--- config.mk ---
export PLATFORM = sky130hd
export DESIGN_NAME = rtc_write_seq
export DESIGN_NICKNAME = d
export VERILOG_FILES = /design/src/rtl/rtc_write_seq.sv
export SDC_FILE = /design/constraint.sdc
export NUM_CORES = 1
export LEC_CHECK = 0
export CORE_MARGIN = 2
export CORE_UTILIZATION = 51
export DETAILED_ROUTE_END_ITERATION = 10
export GPL_ROUTABILITY_DRIVEN = 0
export PLACE_DENSITY = 0.79
export REMOVE_ABC_BUFFERS = 1
export SLEW_MARGIN = 30
export SYNTH_ARGS = -nofsm -noshare
export SYNTH_HDL_FRONTEND = slang
export SYNTH_SLANG_ARGS = --single-unit
export TNS_END_PERCENT = 5
--- constraint.sdc ---
create_clock -name CLK -period 2.11 [get_ports CLK]
set_clock_uncertainty 0.1 [all_clocks]
set_input_delay 0.422 -clock CLK [delete_from_list [all_inputs] [get_ports CLK]]
set_output_delay 0.422 -clock CLK [all_outputs]
set_load 0.05 [all_outputs]
--- src/rtl/rtc_write_seq.sv ---
// rtc_write_seq: RTC write-back sequencer.
// Snapshots BCD time, range-checks it, then writes sec/min/hour over the A/D bus.
module rtc_write_seq #(
    parameter logic [7:0] ADDR_SEG = 8'h21,
    parameter logic [7:0] ADDR_MIN = 8'h22,
    parameter logic [7:0] ADDR_HOR = 8'h23,
    parameter int         T_SU     = 2,
    parameter int         T_WR     = 4,
    parameter int         T_H      = 2,
    parameter int         T_GAP    = 3
) (
    input  logic       CLK,
    input  logic       RESET_N,
    input  logic       START,
    input  logic [7:0] DATA_SEG,
    input  logic [7:0] DATA_MIN,
    input  logic [7:0] DATA_HOR,
    output logic [7:0] AD_out,
    output logic       AD_oe,
    output logic       AD_sel,
    output logic       CS_n,
    output logic       RD_n,
    output logic       WR_n,
    output logic       BUSY,
    output logic       DONE,
    output logic       ERR
);

    typedef enum logic [2:0] {
        IDLE, CHECK, SETUP, STROBE, HOLD, GAP, FINISH
    } state_t;

    localparam int TM1  = (T_SU > T_WR) ? T_SU : T_WR;
    localparam int TM2  = (T_H > T_GAP) ? T_H : T_GAP;
    localparam int TMAX = (TM1 > TM2) ? TM1 : TM2;
    localparam int CW   = (TMAX > 1) ? $clog2(TMAX) : 1;

    state_t         state, nxt;
    logic [CW-1:0]  cnt, cnt_d;
    logic [1:0]     idx, idx_d;
    logic           phase, phase_d;
    logic [7:0]     s_seg, s_min, s_hor;
    logic [7:0]     seg_d, min_d, hor_d;
    logic [7:0]     out_d, byte_d;
    logic           oe_d, sel_d, cs_d, wr_d, busy_d, done_d, err_d;

    function automatic logic bcd_ok(input logic [7:0] v, input logic [7:0] lim);
        return (v[7:4] <= 4'd9) && (v[3:0] <= 4'd9) && (v <= lim);
    endfunction

    function automatic logic [CW-1:0] load(input state_t s);
        logic [CW-1:0] r;
        r = '0;
        unique case (s)
            SETUP:   r = CW'(T_SU - 1);
            STROBE:  r = CW'(T_WR - 1);
            HOLD:    r = CW'(T_H - 1);
            GAP:     r = CW'(T_GAP - 1);
            default: r = '0;
        endcase
        return r;
    endfunction

    assign RD_n = 1'b1;

    // Next state, sequencing counters and next registered outputs
    always_comb begin
        nxt     = state;
        idx_d   = idx;
        phase_d = phase;
        seg_d   = s_seg;
        min_d   = s_min;
        hor_d   = s_hor;
        err_d   = 1'b0;

        unique case (state)
            IDLE: begin
                if (START) begin
                    seg_d = DATA_SEG;
                    min_d = DATA_MIN;
                    hor_d = DATA_HOR;
                    idx_d = 2'd0;
                    nxt   = CHECK;
                end
            end
            CHECK: begin
                if (bcd_ok(s_seg, 8'h59) && bcd_ok(s_min, 8'h59) &&
                    bcd_ok(s_hor, 8'h23)) begin
                    phase_d = 1'b0;
                    nxt     = SETUP;
                end else begin
                    err_d = 1'b1;
                    nxt   = IDLE;
                end
            end
            SETUP:  if (cnt == '0) nxt = STROBE;
            STROBE: if (cnt == '0) nxt = HOLD;
            HOLD: begin
                if (cnt == '0) begin
                    if (!phase) begin
                        phase_d = 1'b1;
                        nxt     = SETUP;
                    end else begin
                        nxt = GAP;
                    end
                end
            end
            GAP: begin
                if (cnt == '0) begin
                    idx_d = idx + 2'd1;
                    if (idx == 2'd2) begin
                        nxt = FINISH;
                    end else begin
                        phase_d = 1'b0;
                        nxt     = SETUP;
                    end
                end
            end
            FINISH:  nxt = IDLE;
            default: nxt = IDLE;
        endcase

        if (nxt != state)
            cnt_d = load(nxt);
        else if (cnt != '0)
            cnt_d = cnt - 1'b1;
        else
            cnt_d = cnt;

        if (phase_d) begin
            unique case (idx_d)
                2'd0:    byte_d = seg_d;
                2'd1:    byte_d = min_d;
                default: byte_d = hor_d;
            endcase
        end else begin
            unique case (idx_d)
                2'd0:    byte_d = ADDR_SEG;
                2'd1:    byte_d = ADDR_MIN;
                default: byte_d = ADDR_HOR;
            endcase
        end

        out_d  = 8'h00;
        oe_d   = 1'b0;
        sel_d  = 1'b0;
        cs_d   = 1'b1;
        wr_d   = 1'b1;
        busy_d = 1'b0;
        done_d = 1'b0;
        unique case (nxt)
            SETUP, STROBE, HOLD: begin
                out_d  = byte_d;
                oe_d   = 1'b1;
                sel_d  = phase_d;
                cs_d   = 1'b0;
                wr_d   = (nxt != STROBE);
                busy_d = 1'b1;
            end
            GAP:     busy_d = 1'b1;
            FINISH:  done_d = 1'b1;
            default: busy_d = 1'b0;
        endcase
    end

    // State, snapshot, counters and output registers
    always_ff @(posedge CLK) begin
        if (!RESET_N) begin
            state  <= IDLE;
            cnt    <= '0;
            idx    <= 2'd0;
            phase  <= 1'b0;
            s_seg  <= 8'h00;
            s_min  <= 8'h00;
            s_hor  <= 8'h00;
            AD_out <= 8'h00;
            AD_oe  <= 1'b0;
            AD_sel <= 1'b0;
            CS_n   <= 1'b1;
            WR_n   <= 1'b1;
            BUSY   <= 1'b0;
            DONE   <= 1'b0;
            ERR    <= 1'b0;
        end else begin
            state  <= nxt;
            cnt    <= cnt_d;
            idx    <= idx_d;
            phase  <= phase_d;
            s_seg  <= seg_d;
            s_min  <= min_d;
            s_hor  <= hor_d;
            AD_out <= out_d;
            AD_oe  <= oe_d;
            AD_sel <= sel_d;
            CS_n   <= cs_d;
            WR_n   <= wr_d;
            BUSY   <= busy_d;
            DONE   <= done_d;
            ERR    <= err_d;
        end
    end

endmodule

==> flow_summary.yaml, run 1 <==
clock_network:
  clockRootBuffer: "clkbuf_8"
  cts_tree: "done"
  clk_path_buf_depth: 2
  path_clk_slew_ns: 0.09
  htreeDepth: 2
  cts_hold_buffers: 0
  clock_latency_ns: 0.30
  numCtsBuffers: 5
  numClockSinks: 47
die:
  initial_utilization: 0.541
  fp-row-count: 23
  die_area_um2: 4840
  die_x_um: 69.6
  die_h_um: 69.6
  core_area_um2: 4060
  io_pins: 43
critical_path:
  cp_data_required_time_ns: 2.24
  cp-end-kind: "register"
  crit_buf_inv: 1
  path_class: "register to register"
  cp_max_fo: 8
  crit_end: "AD_out[5]"
  critical_path.startpoint: "cnt[0]"
  worstSetupStartpointType: "register"
  crit_chain: "inv_1 -> ha_2 -> and4b_1 -> and2_2 -> a22oi_2 -> or2_1 -> a31oi_1"
  arrival_ns: 2.14
  path_depth: 7
  r2r-end: "AD_out[5]"
  r2r_cells: 7
  cp_slowest_cell: "dfxtp_1"
  rr_startpoint: "cnt[0]"
  cpPeakStageDelay_ns: 0.33
  rrSetupSlack_ns: 0.10
  path_delay_family: "simple AND/OR/NAND/NOR gates"
status:
  outcome: "completed"
sta:
  fmax_mhz: 498
  finalWorstSetupSlack_ns: 0.101
  finalSetupViolations: 0
  worst_pin_slew_ns: 0.526
  final_max_slew_viol_count: 0
  worst_slew_margin_rel: 0.648
  whs_ns: 0.463
  tns_ns: 0
  hold_viol_final: 0
  fin_crit_sh: 0.952
  period_minus_slack_ns: 2.01
logic_synthesis:
  ys_seq_area_frac: 0.429
  ys_ff_latch: 47
  synth_edf_count: 0
  ys_types: 51
  syn_area_um2: 2190
  synth_ff_type: "dfxtp_1"
  avgSynthCellArea_um2: 9.89
  synth_warnings: 0
  syn_inst: 222
  async_flop_share: 0
route:
  num_vias: 1849
  drt_iter0_markers: 100
  drt_pass1_iterations: 4
  vias_per_cell: 5.25
  wl_per_cell_um: 15.4
  routed_wirelength_mm: 5.43
  detail-route-antenna-nets: 0
  drc: 0
cells_and_area:
  drive_gt1_frac: 0.242
  utilization: 0.751
  diodes: 0
  area_delta_synth_final_pct: 38.8
  fin_nets: 330
  final_cells: 352
global_routing:
  grt_pass1_wl_mm: 8.56
  antenna_found_initial: 0
  grt_overflow: 0
  grt.total_usage: 0.224
  grt_pass1_vias: 1873
  grt_max_degree: 34
power_and_ir_drop:
  ir_drop_mv: 0.466
  leakage_nw: 1.27
  power.density_nw_per_um2: 786
min_path:
  hold_class: "register to register"
  hold_start: "s_min[2]"
placement:
  place_ws_ns: -0.163
  dp_cells: 340
  portBuffers: 41
  post-dp-hpwl_mm: 3.75
job:
  drv_cap: 0
-- layout by cell type, fill, tap and decap left out, types with 2 or more instances in the layout --
master,synthesis,layout
dfxtp_1,47,46
clkdlybuf4s50_1,0,41
buf_4,2,39
nor2_1,31,31
nor2b_1,29,29
mux2i_1,24,21
inv_1,6,6
nand2_1,6,6
a21oi_1,6,6
o22ai_1,6,6
o21ai_0,5,5
clkbuf_8,0,5
nand3b_1,4,4
mux2i_2,0,3
a211oi_2,3,3
nand4_1,2,2
nand2b_1,2,2
nand3_1,2,2
a22oi_4,2,2
o22ai_2,2,2
and2b_1,2,2
a22oi_2,0,2
-- worst register-to-register path, cell delays in order (launching register included) --
cell and delay (ns):
dfxtp_1 0.33, inv_1 0.06, ha_2 0.25, and4b_1 0.30
and2_2 0.28, a22oi_2 0.14, or2_1 0.26, a31oi_1 0.20
-- worst min-delay path by stage --
stage               depth (start not counted)        to
floorplan                                   2  s_min[4]
CTS                                         2  s_min[2]
finish                                      2  s_min[2]
detailed placement                          2  s_min[2]
global route                                2  s_min[2]
global placement                            2  s_seg[6]
-- Yosys cell counts (2+ instances only) --
library cell | count | area [µm²]
and2_1 | 2 | 12.5
nor2b_1 | 29 | 181
buf_6 | 4 | 45.0
nor2_2 | 2 | 12.5
a22oi_4 | 2 | 42.5
clkbuf_1 | 3 | 11.3
nand2b_1 | 2 | 12.5
a21oi_1 | 6 | 30.0
nand4_1 | 2 | 12.5
inv_1 | 6 | 22.5
o22ai_1 | 6 | 37.5
o22ai_2 | 2 | 25.0
nor2_1 | 31 | 116
ha_1 | 2 | 25.0
nand3b_1 | 4 | 30.0
o21ai_0 | 5 | 25.0
nand2_1 | 6 | 22.5
mux2i_1 | 24 | 240
and2b_1 | 2 | 15.0
dfxtp_1 | 47 | 941
nand3_1 | 2 | 10.0
a211oi_2 | 3 | 37.5
buf_4 | 2 | 15.0
-- state kept, by name, indices dropped and copies added (netlist names) --
register	cells
s_hor	8
AD_oe	1
state	3
idx	2
s_min	8
AD_sel	1
BUSY	1
s_seg	8
CS_n	1
DONE	1
AD_out	8
ERR	1
WR_n	1
phase	1
cnt	2
-- cells by family (layout without fill, tap and decap cells) --
group,count (synthesis),in the layout,share of synthesized area
AOI/OAI and AO/OA,39,41,0.157
xor gates and xnor gates,1,1,0.00399
adders and majority gates,2,2,0.0114
buffers and inverters,17,95,0.0542
DFF,47,47,0.429
muxes,24,24,0.109
other,1,1,0.00171
and+or+nand+nor,91,91,0.234
-- timing repair --
item,CTS,global route
buffers inserted,0,2
resized for setup,0,7
endpoints found under the setup margin,0,4
-- power breakdown --
part           total (mW)  switching (mW)  internal [mW]
Clock               0.677           0.320          0.357
Sequential           1.01          0.0497          0.960
Combinational       0.706           0.337          0.368
Total                2.39           0.707           1.69
-- metal layers --
metal  wire length (µm)  global-route usage  share of wire
met1               2340               0.269           0.43
met2               2770               0.388           0.51
met3                224              0.0494          0.041
met4                 95              0.0915          0.017
met5                  0                   0              0
-- final cells by class --
class	instances	area, µm²
inverters	6	22.5
repair buffers	81	723
flip-flops and latches	47	942
multi-input cells	160	1180
fillers	288	1010
clock buffers	5	68.8
well taps	50	62.6
clock inverters	3	46.3
-- per-stage QoR --
| step | total power [mW] | area (µm²) |
|---|---|---|
| floorplan | 1.40 | 2100 |
| global placement | 1.70 | 2870 |
| detailed placement | 1.71 | 2870 |
| CTS | 2.39 | 2980 |
| global route | 2.50 | 3050 |
| finish | 2.39 | 3050 |
Note: power is estimated with default switching activity, not from simulation.
==> inputs of run 2 (changes only) <==
--- a/config.mk
+++ b/config.mk
@@ -11,7 +11,6 @@
 export GPL_ROUTABILITY_DRIVEN = 0
 export PLACE_DENSITY = 0.79
 export REMOVE_ABC_BUFFERS = 1
-export SLEW_MARGIN = 30
 export SYNTH_ARGS = -nofsm -noshare
 export SYNTH_HDL_FRONTEND = slang
 export SYNTH_SLANG_ARGS = --single-unit
==> results of run 2 <==
No change in the layout: final DEF, timing and power equal those of run 1.
